### src/rtl/mpsub_seq_pkg.sv
// Shared definitions for the multi-precision subtract sequencer.
// Holds the state encoding and the limb width used by the datapath.
package mpsub_seq_pkg;

  localparam int LIMB = 8;

  typedef enum logic [1:0] {
    IDLE = 2'd0,
    RUN  = 2'd1,
    DONE = 2'd2
  } state_e;

endpackage : mpsub_seq_pkg

### src/rtl/mpsub_seq_sub.sv
// Shared 8-bit subtract cell: y = a - b - ci (mod 256), co = 1 on borrow.
// Purely combinational; the sequencer time-multiplexes a single instance.
module sub (
  input  logic [7:0] a,
  input  logic [7:0] b,
  input  logic       ci,
  output logic [7:0] y,
  output logic       co
);

  logic [8:0] diff;

  // The ninth bit of the widened difference is the borrow out.
  assign diff = {1'b0, a} - {1'b0, b} - {8'b0, ci};
  assign y    = diff[7:0];
  assign co   = diff[8];

endmodule : sub

### src/rtl/mpsub_seq.sv
// Multi-precision subtract sequencer: Y = A - B - bin over WORDS byte limbs,
// one limb per clock, LSB first, borrow chained through a register.
module mpsub_seq
  import mpsub_seq_pkg::*;
#(
  parameter int WORDS = 4
) (
  input  logic                clk,
  input  logic                rst_n,
  input  logic                start,
  input  logic [LIMB*WORDS-1:0] a_in,
  input  logic [LIMB*WORDS-1:0] b_in,
  input  logic                bin,
  output logic                busy,
  output logic                done,
  output logic [LIMB*WORDS-1:0] y_out,
  output logic                bout,
  output logic                zero
);

  localparam int W    = LIMB * WORDS;
  localparam int IDXW = $clog2(WORDS + 1);
  localparam logic [IDXW-1:0] LAST_IDX = IDXW'(WORDS - 1);

  state_e          state_q, state_d;
  logic [IDXW-1:0] idx_q, idx_d;
  logic            borrow_q, borrow_d;
  logic [W-1:0]    a_q, a_d;
  logic [W-1:0]    b_q, b_d;
  logic [W-1:0]    y_q, y_d;
  logic            bout_q, bout_d;
  logic            zero_q, zero_d;

  logic [LIMB-1:0] sub_a, sub_b, sub_y;
  logic            sub_co;

  assign sub_a = a_q[idx_q*LIMB +: LIMB];
  assign sub_b = b_q[idx_q*LIMB +: LIMB];

  sub u_sub (
    .a  (sub_a),
    .b  (sub_b),
    .ci (borrow_q),
    .co (sub_co),
    .y  (sub_y)
  );

  // NOTE: every always_comb output gets a default first, so no path can infer a latch.
  always_comb begin
    state_d  = state_q;
    idx_d    = idx_q;
    borrow_d = borrow_q;
    a_d      = a_q;
    b_d      = b_q;
    y_d      = y_q;
    bout_d   = bout_q;
    zero_d   = zero_q;

    unique case (state_q)
      IDLE: begin
        if (start) begin
          a_d      = a_in;
          b_d      = b_in;
          borrow_d = bin;
          idx_d    = '0;
          state_d  = RUN;
        end
      end
      RUN: begin
        y_d[idx_q*LIMB +: LIMB] = sub_y;
        borrow_d                = sub_co;
        idx_d                   = idx_q + 1'b1;
        if (idx_q == LAST_IDX) begin
          // Flags see the fully written result, including this final limb.
          bout_d  = sub_co;
          zero_d  = (y_d == '0);
          state_d = DONE;
        end
      end
      DONE: begin
        state_d = IDLE;
      end
      default: begin
        state_d = IDLE;
      end
    endcase
  end

  // NOTE: sequential state uses non-blocking assignments only; the operand and
  // result registers are reset too, so an aborted operation leaves nothing behind.
  always_ff @(posedge clk or negedge rst_n) begin
    if (!rst_n) begin
      state_q  <= IDLE;
      idx_q    <= '0;
      borrow_q <= 1'b0;
      a_q      <= '0;
      b_q      <= '0;
      y_q      <= '0;
      bout_q   <= 1'b0;
      zero_q   <= 1'b0;
    end else begin
      state_q  <= state_d;
      idx_q    <= idx_d;
      borrow_q <= borrow_d;
      a_q      <= a_d;
      b_q      <= b_d;
      y_q      <= y_d;
      bout_q   <= bout_d;
      zero_q   <= zero_d;
    end
  end

  assign busy  = (state_q != IDLE);
  assign done  = (state_q == DONE);
  assign y_out = y_q;
  assign bout  = bout_q;
  assign zero  = zero_q;

endmodule : mpsub_seq

### config.mk
export PLATFORM = sky130hd
export DESIGN_NAME = mpsub_seq
export DESIGN_NICKNAME = d
export VERILOG_FILES = /design/src/rtl/mpsub_seq_pkg.sv /design/src/rtl/mpsub_seq_sub.sv /design/src/rtl/mpsub_seq.sv
export SDC_FILE = /design/constraint.sdc
export NUM_CORES = 1
export LEC_CHECK = 0
export ABC_AREA = 1
export BUFFER_PORTS_ARGS = -buffer_cell sky130_fd_sc_hd__clkbuf_2
export CELL_PAD_IN_SITES_DETAIL_PLACEMENT = 1
export CELL_PAD_IN_SITES_GLOBAL_PLACEMENT = 1
export CORE_ASPECT_RATIO = 1.1
export CORE_UTILIZATION = 40
export DETAILED_ROUTE_END_ITERATION = 16
export PLACE_DENSITY = 0.88
export SETUP_SLACK_MARGIN = 0.1
export SYNTH_ARGS = -nofsm -noshare
export SYNTH_HDL_FRONTEND = slang
export SYNTH_SLANG_ARGS = --single-unit
### constraint.sdc
create_clock -name clk -period 3.73 [get_ports clk]
set_input_delay 0.5595 -clock clk [delete_from_list [all_inputs] [get_ports clk]]
set_output_delay 0.5595 -clock clk [all_outputs]
set_load 0.05 [all_outputs]
# --- Word-level counts from Yosys, hierarchy flattened ---
# Cells that the tools add are included.
totals:
  regBits: 104
op_classes:
  addsub: 4
  n_eq_ne: 5
  shift: 4
  mux: 8
  n_reduce_logical: 8
ops:
  columns: ["operator", "n"]
  rows:
  - ["32-bit by 7-bit indexed part select with 8-bit output", 2]
  - ["6-bit negation with 34-bit output", 1]
  - ["8-bit by 34-bit variable shift with 32-bit output, first input constant", 1]
  - ["8-bit by 34-bit indexed part select with 32-bit output", 1]
  - ["32-bit bitwise mux", 1]
  - ["32-bit logical NOT", 1]
  - ["8-bit by 8-bit subtractor with 9-bit output", 1]
  - ["9-bit by 1-bit subtractor with 9-bit output", 1]
  - ["2-bit AND reduction", 4]
  - ["3-bit one-hot mux with 2 select lines", 1]
  - ["2-bit 2-to-1 mux", 2]
  - ["2-bit inequality test, second input constant", 2]
  - ["2-bit one-hot mux with 2 select lines", 1]
  - ["2-bit nonzero test", 2]
  - ["3-bit by 1-bit adder with 3-bit output, second input constant", 1]
  - ["3-bit by 2-bit equality test with 1-bit output, second input constant", 1]
  - ["3-bit 2-to-1 mux", 1]
  - ["2-bit by 1-bit equality test with 1-bit output, second input constant", 1]
  - ["2-bit equality test, second input constant", 1]
  - ["2-bit logical NOT", 1]
  - ["1-bit one-hot mux with 2 select lines", 1]
  - ["1-bit 2-to-1 mux", 1]

# --- Depth between registers and ports, before layout ---
logic_depth:
  ltp_word: 6
  mapped_depth: 25
  mapped_depth_nobuf: 22

# --- Modules after synthesis ---
# Synthesis repeated with hierarchy kept, for this count alone.
hier_totals:
  cells_unflattened: 812
  area_unflattened_um2: 5770.5
by_module_without_submodules:
  columns: ["mod", "n_inst", "cells_each", "area_per_inst_um2", "seq_area_each_um2"]
  rows:
  - ["mpsub_seq", 1, 712, 5193.7, 2602.5]
  - ["sub", 1, 100, 576.8, 0.0]

# --- Worst setup path after synthesis ---
# No wires, ideal clock.
synth_path:
  kind: "register -> register"
  startpoint: "reg idx_q[0]"
  endpoint: "reg zero_q, in the netlist zero"
  setup_ns: 0.066
  arrival_time_ns: 3.160
  required_time_ns: 3.664
  path_slack_ns: 0.504
  stages_incl_launch_ff: 25
  n_path_buf: 3
  period_less_slack_ns: 3.226
  path_cell_list: "dfrtp_1 buf_4 inv_2 buf_6 clkbuf_1 nor2_1 o22ai_1 nand2_1 fa_1 fa_1 inv_1 nand2_1 nand2_1 nand3_1 nand3_1 nand2_1 nor2_1 nand2_1 nor2_1 nand3_1 nor2_1 nand3_1 nor2_1 nand2_1 nand2_1"
synth_between:
  elab_chain_len: 6
  word_cells_on_any_way: 11
synth_rtl:
  columns: ["item", "line", "text"]
  rows:
  - ["start: declaration", "mpsub_seq.sv:26", "logic [IDXW-1:0] idx_q, idx_d;"]
  - ["start signal: assignment", "mpsub_seq.sv:103", "idx_q <= idx_d;"]
  - ["32-bit by 7-bit indexed part select with 8-bit output, on equally long branches", "mpsub_seq.sv:37, mpsub_seq.sv:38", null]
  - ["8-bit by 8-bit subtractor with 9-bit output", "mpsub_seq_sub.sv:14", "assign diff = {1'b0, a} - {1'b0, b} - {8'b0, ci};"]
  - ["9-bit by 1-bit subtractor with 9-bit output", "mpsub_seq_sub.sv:14", null]
  - ["8-bit by 34-bit indexed part select with 32-bit output", "mpsub_seq.sv:70", "y_d[idx_q*LIMB +: LIMB] = sub_y;"]
  - ["32-bit bitwise mux", "mpsub_seq.sv:70", null]
  - ["32-bit logical NOT", "mpsub_seq.sv:76", "zero_d = (y_d == '0);"]
  - ["end signal: assignment", "mpsub_seq.sv:109", "zero_q <= zero_d;"]
  - ["end: declaration", "mpsub_seq.sv:32", "logic zero_q, zero_d;"]
# Several ways; a longest one is shown, not always the timed one.
# A chain may end at the register's enable or synchronous reset.

# --- Final worst setup path ---
# Ends and elaborated chain as after synthesis.

==> results.yml <==
layout:
  fill_cells: 1778
  finalNetCount: 929
  drive_gt1_share_pct: 16.6
  area_delta_synth_final_pct: 18.3
  antenna_cells: 0
yosys:
  synth.net_count: 841
  synth.lib_cells_used.distinct: 31
  synth_area_mm2: 0.00551
  syn_area_per_cell_um2: 7.30
  ys_ff_latch: 104
  yosys_warnings: 0
  netlist_instances: 755
  yosysSeqAreaShare_pct: 47.2
clock_network:
  clk_pin_slew_worst_paths_ns: 0.07
  cts.path.max_buffers: 2
  clkSinkCount: 104
  htreeDepth: 3
  cts_tree: "built"
  hold_buffers: 0
  numCtsBuffers: 9
  cts_setup_buffers: 0
  insertion_delay_ns: 0.36
  ctsResizeCount: 0
  clockRootBuffer: "clkbuf_16"
detailed_routing:
  drtPass1Iterations: 4
  routed_wl_mm: 15.8
  drt_iter0_drc: 304
  vias: 5198
  remaining_drc_errors: 0
  vias_per_cell: 5.04
  routedWlPerCell_um: 15.3
  ant_nets: 0
timing:
  rsz0062_at_grt: "false"
  finalCriticalPeriod_ns: 3.28
  setup_viol: 0
  fin_crit_sh_pct: 87.9
  fin_setup_tns_ns: 0
  max_freq_ghz: 0.305
  setup_slack_ns: 0.453
  hold_viol_final: 0
  slew_headroom_pct: 41.1
  tightest_slew_ns: 0.882
  finClkSkew_ns: 0.00767
  drv_slew: 0
floorplan:
  die-area_mm2: 0.0143
  core_mm2: 0.0133
  io_pins: 104
  die_h_um: 125
  die_w_um: 114
  start_util_pct: 41.4
  num_rows: 44
placed_design:
  io_buffers: 103
  pre_cts_slack_ns: 0.341
  gp_congestion: 0.835
  dpl.hpwl_mm: 11.7
critical_path:
  r2r_end: "zero"
  critical_path.startpoint: "idx_q[0]"
  cp-endpoint: "zero"
  cp.required_ns: 4.03
  end_kind: "flop"
  r2r_start: "idx_q[0]"
  reg2reg_depth: 21
  path_class: "flop to flop"
  critPathMaxFanout: 19
  crit_arrival_ns: 3.58
  r2r_setup_slack_ns: 0.45
  start_kind: "flop"
grt:
  antenna_found_initial: 0
  grt_pass1_wl_mm: 26.4
  grt_usage_pct: 23.6
  grt_start_max_net_pins: 105
  grt_pass1_vias: 5400
  globalRouteOverflowTotal: 0
min_path:
  hp-class: "primary input to async pin"
flow_run:
  drv_cap: 0
outcome:
  status: "completed"
cell families after synthesis:
group / count (synthesis) / synth area share [%]
simple gates: 437 / 31.4
compound gates: 105 / 10.2
flops: 104 / 47.2
buf+inv: 90 / 6.76
fa+ha+maj: 18 / 4.36
xor+xnor: 1 / 0.159
worst max-delay path: stages (launching register included):
cell and delay, ns:
dfrtp_2 0.42, buf_8 0.17, o21ai_0 0.16, o22ai_1 0.19, nand2_1 0.09, fa_1 0.45, fa_1 0.46, inv_1 0.08
nand2_1 0.06, nand2_1 0.08, nand3_1 0.13, nand3_1 0.15, nand2_1 0.06, nor2_1 0.08, nand2_1 0.05, nor2_1 0.08
nand3_1 0.08, nor2_1 0.10, nand3_1 0.11, nor2_1 0.10, nand2_1 0.05, nand2_1 0.05
routing by layer:
metal | part of all wire (%) | track usage (%) | routed length, um | vias up
li1 | - | - | - | 2559
met1 | 44 | 30.0 | 6950 | 2478
met2 | 50 | 40.2 | 7850 | 134
met3 | 4.3 | 4.31 | 684 | 27
met4 | 2.2 | 7.64 | 346 | 0
met5 | 0 | 0 | 0 | -
final cells by class:
| type | count | area, um^2 | area share [%] |
|---|---|---|---|
| clock buffer | 11 | 243 | 3.72 |
| timing repair buffer | 113 | 613 | 9.40 |
| tap | 184 | 230 | 3.53 |
| clock inverter | 5 | 80.1 | 1.23 |
| inverter | 54 | 211 | 3.24 |
| multi-input combinational | 561 | 2540 | 39.0 |
| sequential | 104 | 2610 | 39.9 |
per-stage QoR:
stage | hold WS (ns) | std cells | area (um^2) | utilization (%)
after floorplan | 0.264 | 755 | 5510 | -
after global placement | 0.460 | 1016 | 6180 | 46.4
after detailed placement | 0.462 | 1016 | 6180 | 46.4
after CTS | 0.299 | 1032 | 6500 | 48.8
after global routing | 0.308 | 1032 | 6520 | 49.0
final | 0.262 | 1032 | 6520 | 49.0
layout by cell type, fill, tap and decap left out, types with 2 or more instances in the layout:
cell type / synthesis / final
a21oi_1: 13 / 13
a31oi_1: 10 / 10
buf_4: 3 / 9
bufinv_16: 0 / 2
clkbuf_16: 0 / 9
clkbuf_2: 0 / 102
clkinvlp_4: 0 / 3
dfrtp_1: 104 / 102
dfrtp_2: 0 / 2
fa_1: 2 / 2
ha_1: 16 / 16
inv_1: 50 / 49
inv_4: 0 / 2
nand2_1: 317 / 316
nand2_2: 1 / 2
nand3_1: 32 / 32
nand4_1: 3 / 3
nor2_1: 77 / 77
o21ai_0: 64 / 64
o21ai_1: 4 / 4
o22ai_1: 11 / 11
synth_stat cells (all sizes together):
library cell    n  area share (%)
or2             2            0.23
inv            53             3.6
nor2           80             5.9
clkinv          1           0.068
nand4           3            0.34
fa              2            0.73
a31oi          10             1.1
o21bai          1            0.14
buf             7             1.1
o21ai          68             6.2
xor2            1            0.16
o22ai          11             1.2
dfrtp         104              47
nand2         318              22
nand3          33             3.1
nor3            1           0.091
ha             16             3.6
clkbuf         29             2.0
o211ai          1            0.14
a21oi          13             1.2
o41ai           1            0.16
sequential cells by signal, summed over array words and instances (netlist names):
signal / count
idx_q: 3
bout: 1
zero: 1
b_q: 32
state_q: 2
a_q: 32
borrow_q: 1
y_out: 32
how the worst min path moves through the flow:
stage                      to  cells past startpoint
finish              y_out[31]                      2
global route        y_out[31]                      2
CTS                 y_out[23]                      2
detailed placement    b_q[11]                      2
global placement      b_q[11]                      2
floorplan              a_q[0]                      0
Power is not shown: default switching activity piles up to over one toggle a cycle in this logic, so the estimate is an artifact.
